**src/rtl/alu_share_ctrl_if.sv**
```systemverilog
// rtl/alu_share_ctrl_if.sv - requester and shared-ALU signal bundle for alu_share_ctrl
interface alu_share_ctrl_if #(
    parameter int DW  = 16,
    parameter int OPW = 3
);
    logic           req0;
    logic           req1;
    logic [DW-1:0]  a0;
    logic [DW-1:0]  b0;
    logic [DW-1:0]  a1;
    logic [DW-1:0]  b1;
    logic           c0;
    logic           c1;
    logic [OPW-1:0] op0;
    logic [OPW-1:0] op1;
    logic           ack0;
    logic           ack1;
    logic           done0;
    logic           done1;
    logic [DW-1:0]  res_w;
    logic           res_zer;
    logic           res_neg;
    logic           res_id;
    logic           res_err;
    logic           busy;
    logic [DW-1:0]  alu_a;
    logic [DW-1:0]  alu_b;
    logic           alu_c;
    logic [OPW-1:0] alu_op;
    logic [DW-1:0]  alu_w;
    logic           alu_zer;
    logic           alu_neg;

    modport slave (
        input  req0, req1, a0, b0, a1, b1, c0, c1, op0, op1,
        input  alu_w, alu_zer, alu_neg,
        output ack0, ack1, done0, done1,
        output res_w, res_zer, res_neg, res_id, res_err, busy,
        output alu_a, alu_b, alu_c, alu_op
    );

    modport master (
        output req0, req1, a0, b0, a1, b1, c0, c1, op0, op1,
        output alu_w, alu_zer, alu_neg,
        input  ack0, ack1, done0, done1,
        input  res_w, res_zer, res_neg, res_id, res_err, busy,
        input  alu_a, alu_b, alu_c, alu_op
    );
endinterface

```
**src/rtl/alu_share_ctrl.sv**
```systemverilog
// rtl/alu_share_ctrl.sv - round-robin controller time-sharing one external ALU between two requesters
module alu_share_ctrl #(
    parameter int DW  = 16,
    parameter int OPW = 3
) (
    input  logic              clk,
    input  logic              rst_n,
    alu_share_ctrl_if.slave   bus
);
    typedef enum logic {IDLE, EXEC} state_e;

    state_e         state_q, state_d;
    logic           last_q, last_d;
    logic           gnt_q, gnt_d;
    logic [DW-1:0]  alu_a_q, alu_a_d;
    logic [DW-1:0]  alu_b_q, alu_b_d;
    logic           alu_c_q, alu_c_d;
    logic [OPW-1:0] alu_op_q, alu_op_d;
    logic           ack0_q, ack0_d, ack1_q, ack1_d;
    logic           done0_q, done0_d, done1_q, done1_d;
    logic [DW-1:0]  res_w_q, res_w_d;
    logic           res_zer_q, res_zer_d;
    logic           res_neg_q, res_neg_d;
    logic           res_id_q, res_id_d;
    logic           res_err_q, res_err_d;
    logic           win;

    always_comb begin
        state_d   = state_q;
        last_d    = last_q;
        gnt_d     = gnt_q;
        alu_a_d   = alu_a_q;
        alu_b_d   = alu_b_q;
        alu_c_d   = alu_c_q;
        alu_op_d  = alu_op_q;
        ack0_d    = 1'b0;
        ack1_d    = 1'b0;
        done0_d   = 1'b0;
        done1_d   = 1'b0;
        res_w_d   = res_w_q;
        res_zer_d = res_zer_q;
        res_neg_d = res_neg_q;
        res_id_d  = res_id_q;
        res_err_d = res_err_q;
        // Contested requests go to whoever did not win last time.
        win       = (bus.req0 && bus.req1) ? ~last_q : bus.req1;

        case (state_q)
            IDLE: begin
                if (bus.req0 || bus.req1) begin
                    alu_a_d  = win ? bus.a1  : bus.a0;
                    alu_b_d  = win ? bus.b1  : bus.b0;
                    alu_c_d  = win ? bus.c1  : bus.c0;
                    alu_op_d = win ? bus.op1 : bus.op0;
                    ack0_d   = ~win;
                    ack1_d   = win;
                    last_d   = win;
                    gnt_d    = win;
                    state_d  = EXEC;
                end
            end
            EXEC: begin
                res_w_d   = bus.alu_w;
                res_zer_d = bus.alu_zer;
                res_neg_d = bus.alu_neg;
                res_id_d  = gnt_q;
                res_err_d = (alu_op_q == {OPW{1'b1}});
                done0_d   = ~gnt_q;
                done1_d   = gnt_q;
                state_d   = IDLE;
            end
            default: state_d = IDLE;
        endcase
    end

    always_ff @(posedge clk) begin
        if (!rst_n) begin
            state_q   <= IDLE;
            last_q    <= 1'b1;
            gnt_q     <= 1'b0;
            alu_a_q   <= '0;
            alu_b_q   <= '0;
            alu_c_q   <= 1'b0;
            alu_op_q  <= '0;
            ack0_q    <= 1'b0;
            ack1_q    <= 1'b0;
            done0_q   <= 1'b0;
            done1_q   <= 1'b0;
            res_w_q   <= '0;
            res_zer_q <= 1'b0;
            res_neg_q <= 1'b0;
            res_id_q  <= 1'b0;
            res_err_q <= 1'b0;
        end else begin
            state_q   <= state_d;
            last_q    <= last_d;
            gnt_q     <= gnt_d;
            alu_a_q   <= alu_a_d;
            alu_b_q   <= alu_b_d;
            alu_c_q   <= alu_c_d;
            alu_op_q  <= alu_op_d;
            ack0_q    <= ack0_d;
            ack1_q    <= ack1_d;
            done0_q   <= done0_d;
            done1_q   <= done1_d;
            res_w_q   <= res_w_d;
            res_zer_q <= res_zer_d;
            res_neg_q <= res_neg_d;
            res_id_q  <= res_id_d;
            res_err_q <= res_err_d;
        end
    end

    assign bus.ack0    = ack0_q;
    assign bus.ack1    = ack1_q;
    assign bus.done0   = done0_q;
    assign bus.done1   = done1_q;
    assign bus.res_w   = res_w_q;
    assign bus.res_zer = res_zer_q;
    assign bus.res_neg = res_neg_q;
    assign bus.res_id  = res_id_q;
    assign bus.res_err = res_err_q;
    assign bus.busy    = (state_q == EXEC);
    assign bus.alu_a   = alu_a_q;
    assign bus.alu_b   = alu_b_q;
    assign bus.alu_c   = alu_c_q;
    assign bus.alu_op  = alu_op_q;
endmodule
```
**src/flat_wrapper.sv**
```systemverilog
// flat-port wrapper written by rule: the top's interface ports become plain ports
module alu_share_ctrl_flat 
#(
    parameter int DW  = 16,
    parameter int OPW = 3
)
  (clk, rst_n, bus_req0, bus_req1, bus_a0, bus_b0, bus_a1, bus_b1, bus_c0, bus_c1, bus_op0, bus_op1, bus_alu_w, bus_alu_zer, bus_alu_neg, bus_ack0, bus_ack1, bus_done0, bus_done1, bus_res_w, bus_res_zer, bus_res_neg, bus_res_id, bus_res_err, bus_busy, bus_alu_a, bus_alu_b, bus_alu_c, bus_alu_op);
  alu_share_ctrl_if #(.DW(DW), .OPW(OPW)) bus_i ();
  input  logic clk;
  input  logic rst_n;
  input wire logic [$bits(bus_i.req0)-1:0] bus_req0;
  input wire logic [$bits(bus_i.req1)-1:0] bus_req1;
  input wire logic [$bits(bus_i.a0)-1:0] bus_a0;
  input wire logic [$bits(bus_i.b0)-1:0] bus_b0;
  input wire logic [$bits(bus_i.a1)-1:0] bus_a1;
  input wire logic [$bits(bus_i.b1)-1:0] bus_b1;
  input wire logic [$bits(bus_i.c0)-1:0] bus_c0;
  input wire logic [$bits(bus_i.c1)-1:0] bus_c1;
  input wire logic [$bits(bus_i.op0)-1:0] bus_op0;
  input wire logic [$bits(bus_i.op1)-1:0] bus_op1;
  input wire logic [$bits(bus_i.alu_w)-1:0] bus_alu_w;
  input wire logic [$bits(bus_i.alu_zer)-1:0] bus_alu_zer;
  input wire logic [$bits(bus_i.alu_neg)-1:0] bus_alu_neg;
  output wire logic [$bits(bus_i.ack0)-1:0] bus_ack0;
  output wire logic [$bits(bus_i.ack1)-1:0] bus_ack1;
  output wire logic [$bits(bus_i.done0)-1:0] bus_done0;
  output wire logic [$bits(bus_i.done1)-1:0] bus_done1;
  output wire logic [$bits(bus_i.res_w)-1:0] bus_res_w;
  output wire logic [$bits(bus_i.res_zer)-1:0] bus_res_zer;
  output wire logic [$bits(bus_i.res_neg)-1:0] bus_res_neg;
  output wire logic [$bits(bus_i.res_id)-1:0] bus_res_id;
  output wire logic [$bits(bus_i.res_err)-1:0] bus_res_err;
  output wire logic [$bits(bus_i.busy)-1:0] bus_busy;
  output wire logic [$bits(bus_i.alu_a)-1:0] bus_alu_a;
  output wire logic [$bits(bus_i.alu_b)-1:0] bus_alu_b;
  output wire logic [$bits(bus_i.alu_c)-1:0] bus_alu_c;
  output wire logic [$bits(bus_i.alu_op)-1:0] bus_alu_op;
  assign bus_i.req0 = bus_req0;
  assign bus_i.req1 = bus_req1;
  assign bus_i.a0 = bus_a0;
  assign bus_i.b0 = bus_b0;
  assign bus_i.a1 = bus_a1;
  assign bus_i.b1 = bus_b1;
  assign bus_i.c0 = bus_c0;
  assign bus_i.c1 = bus_c1;
  assign bus_i.op0 = bus_op0;
  assign bus_i.op1 = bus_op1;
  assign bus_i.alu_w = bus_alu_w;
  assign bus_i.alu_zer = bus_alu_zer;
  assign bus_i.alu_neg = bus_alu_neg;
  assign bus_ack0 = bus_i.ack0;
  assign bus_ack1 = bus_i.ack1;
  assign bus_done0 = bus_i.done0;
  assign bus_done1 = bus_i.done1;
  assign bus_res_w = bus_i.res_w;
  assign bus_res_zer = bus_i.res_zer;
  assign bus_res_neg = bus_i.res_neg;
  assign bus_res_id = bus_i.res_id;
  assign bus_res_err = bus_i.res_err;
  assign bus_busy = bus_i.busy;
  assign bus_alu_a = bus_i.alu_a;
  assign bus_alu_b = bus_i.alu_b;
  assign bus_alu_c = bus_i.alu_c;
  assign bus_alu_op = bus_i.alu_op;
  alu_share_ctrl #(.DW(DW), .OPW(OPW)) u_core (.clk(clk), .rst_n(rst_n), .bus(bus_i));
endmodule
```
**config.mk**
```make
export PLATFORM = sky130hd
export DESIGN_NAME = alu_share_ctrl_flat
export DESIGN_NICKNAME = d
export VERILOG_FILES = /design/src/rtl/alu_share_ctrl_if.sv /design/src/rtl/alu_share_ctrl.sv /design/src/flat_wrapper.sv
export SDC_FILE = /design/constraint.sdc
export NUM_CORES = 1
export LEC_CHECK = 0
export CAP_MARGIN = 40
export CELL_PAD_IN_SITES_DETAIL_PLACEMENT = 0
export CELL_PAD_IN_SITES_GLOBAL_PLACEMENT = 1
export CORE_ASPECT_RATIO = 1.2
export CORE_MARGIN = 5
export CORE_UTILIZATION = 28
export DETAILED_ROUTE_END_ITERATION = 8
export PLACE_DENSITY_LB_ADDON = 0.1
export SYNTH_ARGS = -nofsm -noshare
export SYNTH_HDL_FRONTEND = slang
export SYNTH_SLANG_ARGS = --single-unit
```
**constraint.sdc**
```tcl
create_clock -name clk -period 3.3 [get_ports clk]
set_input_delay 0.99 -clock clk [delete_from_list [all_inputs] [get_ports clk]]
set_output_delay 0.99 -clock clk [all_outputs]
set_load 0.02 [all_outputs]
```
Word level (Yosys, flattened, before mapping)
Cells that the tools add are included.
Widths: inputs -> output; s select.
{"block": "totals", "output_inout_bits": 61, "register_bits": 63, "elab_cells": 35}
{"block": "classes", "n_reduce_logical": 5, "n_mux": 7, "bitwise_logic": 6, "n_eq_ne": 1}
{"op": "$mux 16", "count": 2}
{"op": "$not 1->1", "count": 6}
{"op": "$reduce_and 2->1", "count": 2}
{"op": "$eq 3x3->1 const B", "count": 1}
{"op": "$mux 1", "count": 3}
{"op": "$mux 3", "count": 1}
{"op": "$reduce_or 3->1", "count": 1}
{"op": "$pmux 1 s2", "count": 1}
{"op": "$logic_and 1x1->1", "count": 1}
{"op": "$logic_or 1x1->1", "count": 1}

Longest topological paths before layout
{"block": "logic_depth", "depth_word": 3, "ltp_mapped": 6, "depth_no_buf": 3}

Worst setup path before layout
OpenSTA, ideal clock, no wires.
{"block": "synth_path", "path_kind": "input to register", "from": "input port bus_req1", "to": "register u_core.ack0_q, in the netlist u_core.bus.ack0", "arrival_ps": 1603, "slack_ps": 1581, "path_stages": 4, "setup_ps": 116, "cell_sequence": "a21bo_2 buf_6 buf_6 and3_1"}
{"block": "synth_via", "elab_chain_len": 3, "elab_cells_between_ends": 6}
{"item": "start, declared", "line": "flat_wrapper.sv:12", "rtl": "input wire logic [$bits(bus_i.req1)-1:0] bus_req1;"}
{"item": "$logic_or 1x1->1 / $logic_and 1x1->1 (equally long branches)", "line": "alu_share_ctrl.sv:50, alu_share_ctrl.sv:46"}
{"item": "$not 1->1 (no source line) / $mux 1 (equally long branches)"}
{"item": "$reduce_or 3->1 (no source line) / $not 1->1 (equally long branches)"}
{"item": "end signal, assigned", "line": "alu_share_ctrl.sv:102", "rtl": "ack0_q <= ack0_d;"}
{"item": "end, declared", "line": "alu_share_ctrl.sv:19", "rtl": "logic ack0_q, ack0_d, ack1_q, ack1_d;"}
Parallel ways exist; a longest one is shown, timed or not.
A chain may end at the register's enable or synchronous reset.

Worst setup path after layout
{"block": "layout_path", "from": "register u_core.alu_op_q[2], in the netlist u_core.bus.alu_op[2]", "to": "output port bus_alu_op[2]"}
{"item": "start, declared", "line": "alu_share_ctrl.sv:18", "rtl": "logic [OPW-1:0] alu_op_q, alu_op_d;"}
{"item": "start signal, assigned", "line": "alu_share_ctrl.sv:101", "rtl": "alu_op_q <= alu_op_d;"}
{"item": "end, declared", "line": "flat_wrapper.sv:37", "rtl": "output wire logic [$bits(bus_i.alu_op)-1:0] bus_alu_op;"}
No word-level cell between the ends.

==> summary.md <==
| Metric | Value |
|---|---|
| Drt first pass iters | 4 |
| DR vias/cell | 4.44 |
| Remaining DRCs | 0 |
| Period utilisation layout | 70.1% |
| Clk sinks | 63 |
| CTS tree | done |
| CTS H-tree lvls | 3 |
| Hold_buf cts | 0 |
| 1st-iter DRT viols | 85 |
| Crit end category | output port |
| Worst-path maximum fanout | 3 |
| Num CTS Buffers | 9 |
| Most common cell after layout, fill and taps aside | clkdlybuf4s50_1 |
| Initial antenna violation count | 0 |
| RSZ-0062 raised after global routing | false |
| Fin Hold WS | 0.489 ns |
| Postcts setup bufs | 0 |
| Worst-Skew Late Latency | 0.34 ns |
| Post_cts resized | 0 |
| Peak VDD IR | 180 uV |
| Unique masters post-synth | 21 |
| Worst path slowest cell | clkdlybuf4s50_1 |
| Fmax | 432 MHz |
| Hold path depth | 2 |
| CP Cell Sequence | clkdlybuf4s50_1 |
| Syn_nets | between 300 and 400 |
| Max Root-Sink Buffers | 2 |
| Fillers | approximately 900 |
| Hold Vio Cnt, Final | 0 |
| ANT cells | 0 |
| Cells on worst reg2reg path | 5 |
| Share of cells above drive strength 1 | under 10% |
| Slew headroom | 70.6% |
| First-pass GRT wire length | 12,500 um |
| Outcome | complete, no violations |
| Vias in the first global route | 2,488 |
| Max-slew violations | 0 |
| NumNets Final | 530 |
| Static Leak | around 1.7 nW |
| Syn Inst Count | 287 |
| Core area | 8940 um^2 |
| Largest net degree at the start of global routing | 52 |
| MaxCap Viol Count | 0 |
| Wirelength per Cell | 13.9 um |
| Power Total | about 2.2 mW |
| Worst path depth | 1 |
| Warnings from Yosys | 0 |
| Layout area overhead | 73.8% |
| Mapped Area | between 2000 and 3000 um^2 |
| Final clock skew | between 0.009 and 0.01 ns |
| Power per cell area | 493 nW/um^2 |
| Die area | 11,000 um^2 |
| WP buf/inv | 1 |
| Total GRT Usage | 14.1% |
| Die W | roughly 97 um |
| Routability Congestion | 0.693 |
| Seq/Total Area, Yosys | between 40 and 50% |
| Worst-Margin Slew | 0.441 ns |
| Hold Crit Class | reg -> reg |
| Reg clk slew, reported paths | 0.07 ns |
| Total gr overflow | 0 |
| ANT nets after route | 0 |
| Most frequent cells in the layout | 153 x clkdlybuf4s50_1, 74 x nand2_1, 63 x dfxtp_1 |
| Syn_area_per_cell | approximately 8.8 um^2 |
| CP max stage delay | about 0.64 ns |
| Top delay family on crit path | buffers and inverters |
| TNS Setup | 0 ns |
| Crit path DAT | around 1.3 ns |
| I/O pin total | 155 |
| Required time worst endpoint | 2.31 ns |
| CP Launch Type | flop |
| Initial Util | between 20% and 30% |
| Sequential Area | 1260 um^2 |
| Crit Path Class | reg -> out |
| Synth Register Bits | 63 |
| Root buf cell | clkbuf_8 |
| Tmin final | between 2 and 2.5 ns |
| Total wire length | 7800 um |
| Finish-stage setup viols | 0 |
| Multi-input combinational cell area | around 1100 um^2 |
| Row cnt | 38 |
| Die Y | roughly 110 um |
| I/O Buffers | 154 |
| Post-DP HPWL | 5550 um |
| Routed via count | 2,489 |
==> Yosys cell counts <==
library cell,count,share of area (%)
nand2b_1,1,0.25
nand4_1,1,0.25
inv_1,1,0.15
a21boi_4,1,0.74
a21bo_2,1,0.40
o21ai_0,24,4.7
a31oi_1,36,8.9
o21ba_4,1,0.64
and3_1,3,0.74
clkbuf_1,6,0.89
o21ai_1,12,2.4
buf_2,12,2.4
mux2i_1,19,7.5
nor3b_1,1,0.30
and2_1,2,0.49
dfxtp_1,63,50
nor2b_1,20,4.9
nand2_1,74,11
a21boi_0,1,0.30
o22ai_1,2,0.49
buf_6,6,2.7
==> power by group <==
group / total (mW) / internal (mW) / switching [mW]
sequential: 0.854 / 0.824 / 0.0309
clock: 0.818 / 0.504 / 0.314
combinational: 0.495 / 0.269 / 0.226
total: 2.17 / 1.60 / 0.571
==> through the flow <==
step | setup slack [ns] | utilization (%) | cells | area, um^2
floorplan | 1.58 | - | 287 | 2530
global placement | 0.745 | 46.2 | 544 | 4130
detailed placement | 0.704 | 46.4 | 545 | 4150
CTS | 0.943 | 49.2 | 561 | 4400
global route | 0.922 | 49.2 | 561 | 4400
finish | 0.986 | 49.2 | 561 | 4400
==> worst reg2reg max path: cells and delay by family, from the launching register on <==
kind	cells	cell delay [ns]
buf+inv	2	0.54
compound gates	3	0.69
flops	1	0.31
==> final timing paths <==
kind / start / slack (ns) / to
setup / recovery: u_core.bus.alu_op[2] / 0.99 / bus_alu_op[2]
hold reg to reg: u_core.bus.res_err / 0.49 / u_core.bus.res_err
setup reg to reg: u_core.bus.busy / 1.68 / u_core.bus.alu_op[1]
hold / removal: u_core.bus.res_err / 0.49 / u_core.bus.res_err
==> cell type report <==
class                   instances  area share (%)
inverters                       1          0.0854
clock inverters                 7            2.76
well taps                     120            3.41
repair buffers                162            36.9
multi-input cells             199            25.4
flip-flops and latches         63            28.7
clock buffers                   9            2.82
==> routing by layer <==
layer / routed length, um / share of wire [%] / vias to the layer above / track usage (%)
li1: - / - / 1286 / -
met1: 3500 / 45 / 1101 / 17.0
met2: 3560 / 46 / 94 / 21.7
met3: 623 / 8.0 / 8 / 5.67
met4: 120 / 1.5 / 0 / 6.93
met5: 0 / 0 / - / 0
==> cells by family (layout without fill, tap and decap cells) <==
group / after synthesis / in the layout / share of synthesized area [%]
flops: 63 / 63 / 49.9
mux: 19 / 19 / 7.52
simple gates: 102 / 102 / 18.0
compound gates: 78 / 78 / 18.6
buf+inv: 25 / 179 / 6.08
==> state kept, by name, indices dropped and copies added (netlist names) <==
name	count
u_core.bus.ack0	1
u_core.bus.ack1	1
u_core.bus.alu_a	16
u_core.bus.alu_b	16
u_core.bus.alu_c	1
u_core.bus.alu_op	3
u_core.bus.busy	1
u_core.bus.done0	1
u_core.bus.done1	1
u_core.bus.res_err	1
u_core.bus.res_id	1
u_core.bus.res_neg	1
u_core.bus.res_w	16
u_core.bus.res_zer	1
u_core.gnt_q	1
u_core.last_q	1
Power figures use the tool's default switching activity.
==> variant 1: new RTL, same settings <==
`DW` is set to 16 in 3 places; all go to 20.
--- a/src/rtl/alu_share_ctrl_if.sv
+++ b/src/rtl/alu_share_ctrl_if.sv
@@ -1,6 +1,6 @@
 // rtl/alu_share_ctrl_if.sv - requester and shared-ALU signal bundle for alu_share_ctrl
 interface alu_share_ctrl_if #(
-    parameter int DW  = 16,
+    parameter int DW  = 20,
     parameter int OPW = 3
 );
     logic           req0;
--- a/src/rtl/alu_share_ctrl.sv
+++ b/src/rtl/alu_share_ctrl.sv
@@ -1,6 +1,6 @@
 // rtl/alu_share_ctrl.sv - round-robin controller time-sharing one external ALU between two requesters
 module alu_share_ctrl #(
-    parameter int DW  = 16,
+    parameter int DW  = 20,
     parameter int OPW = 3
 ) (
     input  logic              clk,
--- a/src/flat_wrapper.sv
+++ b/src/flat_wrapper.sv
@@ -1,7 +1,7 @@
 // flat-port wrapper written by rule: the top's interface ports become plain ports
 module alu_share_ctrl_flat 
 #(
-    parameter int DW  = 16,
+    parameter int DW  = 20,
     parameter int OPW = 3
 )
   (clk, rst_n, bus_req0, bus_req1, bus_a0, bus_b0, bus_a1, bus_b1, bus_c0, bus_c1, bus_op0, bus_op1, bus_alu_w, bus_alu_zer, bus_alu_neg, bus_ack0, bus_ack1, bus_done0, bus_done1, bus_res_w, bus_res_zer, bus_res_neg, bus_res_id, bus_res_err, bus_busy, bus_alu_a, bus_alu_b, bus_alu_c, bus_alu_op);
Ports: changed (8 resized); port bits go from 155 to 187. The function was not compared with the original's and may differ.
==> variant 1 against the original RTL <==
Maximum frequency decreased by 1.2%. Worst hold slack got worse by 0.020 ns. Die area increased by 19%. Synthesized area increased by 21%. Utilization increased by 0.11 points. Total power increased by 20%. Cell count increased by 17%. Cell area increased by 19%. Critical path depth unchanged. Sequential cell count increased by 12. Worst setup slack got worse by 0.028 ns. Wire length increased by 25%. Critical path type unchanged. Critical endpoint unchanged.
==> variant 1: results (changes against the original RTL) <==
* Status: finished clean
* Dominant cells by area after synthesis: dfxtp_1, nand2_1, a31oi_1
* Dpl hpwl at 7.07 mm (+28%)
* PostCTS Resize Cnt at 0 (unchanged)
* Synth cell types at 20 (-4.8%)
* Global-route wire length before repair at 15.3 mm (+22%)
* Synth top cells by count: nand2_1, dfxtp_1, a31oi_1, o21ai_1, nor2b_1
* DRC violation total after the first TritonRoute iteration at 81 (-4.7%)
* Placer Congestion at 0.710 (+2.5%)
* Fin nets at 634 (+20%)
* Max FO, Critical Path at 3 (unchanged)
* I/O Buffers at 186 (+21%)
* Final wirelength at 9.74 mm (+25%)
* Clk root buf: clkbuf_16
* Cell taking the most area after synthesis: dfxtp_1
* Data arrival, critical path at 1.35 ns (+0.03 ns)
* LEAKAGE at 2.00 nW (+19%)
* Min-delay worst type: reg2reg
* Register area share after synthesis at 49.2% (-0.63 points)
* Mapped Nets at 460 (+21%)
* Global Route Usage Sum at 14.5% (+0.48 points)
* Via count at 3057 (+23%)
* Clock Skew at 0.00323 ns (-0.00630 ns)
* Share of cells above drive strength 1 at 5.33% (-1.0 points)
* Pre-CTS setup slack at 0.685 ns (-0.0185 ns)
* First-pass DRT Iterations at 4 (unchanged)
* Number of global-route vias before repair at 3038 (+22%)
* Detail Route Antenna Nets at 0 (unchanged)
* Maximum VDD drop at 0.210 mV (+17%)
* Largest net degree at the start of global routing at 59 (+13%)
* DP Area at 0.00493 mm² (+19%)
* Filler cells at 1030 (+15%)
* Worst slew pin tran at 0.654 ns (+0.213 ns)
==> variant 1: changes by cell type in the layout (fill, tap and decap cells not counted), sizes merged, moves of 4 or more <==
cell / delta
o21ai: +8
nand2: +16
clkdlybuf4s50: +32
mux2i: +4
a31oi: +8
dfxtp: +12
nor2b: +4
==> variant 1: stage by stage <==
stage,std cells,hold WS [ns]
2_1_floorplan,346,0.481
3_3_place_gp,638,0.455
3_5_place_dp,638,0.463
4_1_cts,654,0.474
5_1_grt,654,0.517
6_report,654,0.469
==> variant 1: layout make-up <==
class                           count  area (µm²)  area share (%)
Tap cell                          129         161            3.08
Multi-Input combinational cell    239        1340            25.5
Clock buffer                       10         239            4.57
Inverter                            1        3.75          0.0717
Clock inverter                      6        65.1            1.24
Timing Repair Buffer              194        1930            36.9
Sequential cell                    75        1500            28.7
==> variant 1: cells by family after synthesis <==
family                 synth area share [%]
DFF                                    49.2
AOI/OAI and AO/OA                      18.4
buffers and inverters                  7.01
and+or+nand+nor                        17.8
muxes                                  7.55
==> variant 1: worst paths after layout <==
| path | startpoint | endpoint | slack (ns) | cells after the start |
|---|---|---|---|---|
| worst max-delay path | u_core.bus.alu_op[2]$_SDFFE_PN0P_ | bus_alu_op[2] | 0.96 | 1 |
| worst min register to register | u_core.bus.res_err$_SDFFE_PN0P_ | u_core.bus.res_err$_SDFFE_PN0P_ | 0.47 | 2 |
| worst max register to register | u_core.bus.busy$_SDFF_PP0_ | u_core.bus.alu_b[4]$_SDFFE_PN0P_ | 1.57 | 5 |
| worst min-delay path | u_core.bus.res_err$_SDFFE_PN0P_ | u_core.bus.res_err$_SDFFE_PN0P_ | 0.47 | 2 |
==> variant 1: layer usage <==
layer  global-route usage (%)  routed length (µm)  vias to the layer above  part of all wire, %
met3                     5.24                 813                       17                  8.3
met5                        0                   0                        -                    0
met2                     23.8                4650                      134                   48
met4                     7.49                 226                        0                  2.3
met1                     16.5                4050                     1363                   42
li1                         -                   -                     1543                    -
==> variant 1: report_power, final <==
| part | total (W) | internal [W] | switching [W] |
|---|---|---|---|
| clock network | 0.000984 | 0.000605 | 0.000379 |
| logic | 0.000597 | 0.000321 | 0.000276 |
| registers | 0.00102 | 0.000982 | 0.0000396 |
==> variant 2: new RTL, same flow settings <==
Without the edit above. Reset style: asynchronous (`rst_n`), changed in one clocked block.
--- a/src/rtl/alu_share_ctrl.sv
+++ b/src/rtl/alu_share_ctrl.sv
@@ -73,7 +73,7 @@
         endcase
     end
 
-    always_ff @(posedge clk) begin
+    always_ff @(posedge clk or negedge rst_n) begin
         if (!rst_n) begin
             state_q   <= IDLE;
             last_q    <= 1'b1;
Behaviour: differs if rst_n is asserted again (counterexample within 4 cycles, from zero or initial values and one cycle with rst_n low); with rst_n held inactive, the same outputs for 10 cycles.
==> variant 2 against the original RTL <==
Worst setup slack got worse by 0.040 ns. Die area up 1.7%. Worst hold slack better by 0.0015 ns. Sequential cell count is the same. Non-clock buffer count fell by 3. Cell area up 1.2%. Synthesized area increased by 1.8%. Total power rose by 23%. Wire length rose by 0.85%. Combinational power up 86%. Critical endpoint is now u_core.bus.alu_b[14]$_DFFE_PN0P_.
==> variant 2: results (changes against the original RTL) <==
* Status: finished clean
* Sw power at 0.000804 W (+41%)
* Synth top cells by count: dfrtp_1, a221o_1, and2_1
* Dpl hpwl at 5.72 mm (+3.1%)
* Seq Cell Count at 63 (unchanged)
* Worst-path cell with the longest stage delay: o21bai_4
* Crit-path max cell delay at 0.62 ns (-0.02 ns)
* Post-synth top flop: dfrtp_1
* WL/cell at 16.6 µm (+20%)
* Clock Skew at 0.00388 ns (-0.00565 ns)
* CP Launch Point: bus_req0
* Mapped Avg Cell Area at 13.5 µm² (+53%)
* P_seq at 0.00102 W (+19%)
* Multi-input comb cells at 113 (-43%)
* Via count at 2157 (-13%)
* Cells after DPL at 457 (-16%)
* Non-clk bufs at 159 (-1.9%)
* Hold EP: u_core.bus.done0$_DFF_PN0_
* Global-route wire length before repair at 12.3 mm (-1.6%)
* Final core occ at 49.3% (+0.078 points)
* Final Worst Setup Slack at 0.946 ns (-0.0400 ns)
* FFs w/ async S/R, synth at 100% (+100 points)
* Max FO, Critical Path at 35 (+32)
* Fin nets at 442 (-17%)
* Maximum VDD drop at 0.225 mV (+25%)
* Reg area at 0.00158 mm² (+25%)
* Global Route Usage Sum at 14.2% (+0.10 points)
* Synth cell types at 22 (+4.8%)
* Net Sw Frac at 30.2% (+3.9 points)
* Placer Congestion at 0.748 (+7.9%)
* Register area share after synthesis at 61.2% (+11 points)
* R2R Path Start: u_core.bus.busy$_DFF_PN0_
* Hold path depth at 1 (-1)
* Non-clock buffer share at 35.6% (-1.2 points)
* PostCTS Resize Cnt at 0 (unchanged)
* Dominant cells by area after synthesis: dfrtp_1, a221o_1, mux2_2
* DP Area at 0.00424 mm² (+2.1%)
* Share of cells above drive strength 1 at 13.0% (+6.7 points)
* LEAKAGE at 1.84 nW (+9.8%)
* Inverters at 2 (+1)
* Max transition margin at 51.5% (-19 points)
* Data arrival, critical path at 2.58 ns (+1.26 ns)
* Mapped Nets at 285 (-25%)
* Filler cells at 846 (-5.9%)
* Hold_sp: u_core.gnt_q$_DFFE_PN0P_
* Flop2flop setup slack at 1.61 ns (-0.07 ns)
* Critical Path End: u_core.bus.alu_b[14]$_DFFE_PN0P_
* Vias per inst at 4.56 (+2.8%)
* Worst hold slack at 0.491 ns (+0.00153 ns)
* Fraction of area in multi-input gates at 20.6% (-4.7 points)
==> variant 2: cell count changes in the layout (fill, tap and decap cells not counted), moves of 23 or more <==
| cell | change |
|---|---|
| a221o_1 | +31 |
| a31oi_1 | -36 |
| and2_1 | +25 |
| dfrtp_1 | +62 |
| dfxtp_1 | -63 |
| nand2_1 | -69 |
| o21ai_0 | -23 |
==> variant 2: metal layers <==
metal	GRT usage (%)	vias up	share of wire (%)
met2	22.5	95	49
met3	4.49	18	8.1
met4	7.85	0	2.7
met5	0	-	0
li1	-	1020	-
met1	17.2	1024	40
==> variant 2: worst max-delay path: cells and delay by family <==
kind            cells  cell delay (ns)
buf+inv             2             0.77
simple gates        1             0.15
compound gates      2             0.67
==> variant 2: logic make-up after synthesis <==
logic type             share of synthesized area (%)
AOI/OAI and AO/OA                               16.2
and+or+nand+nor                                 10.9
buffers and inverters                           3.40
DFF                                             61.2
muxes                                           8.31
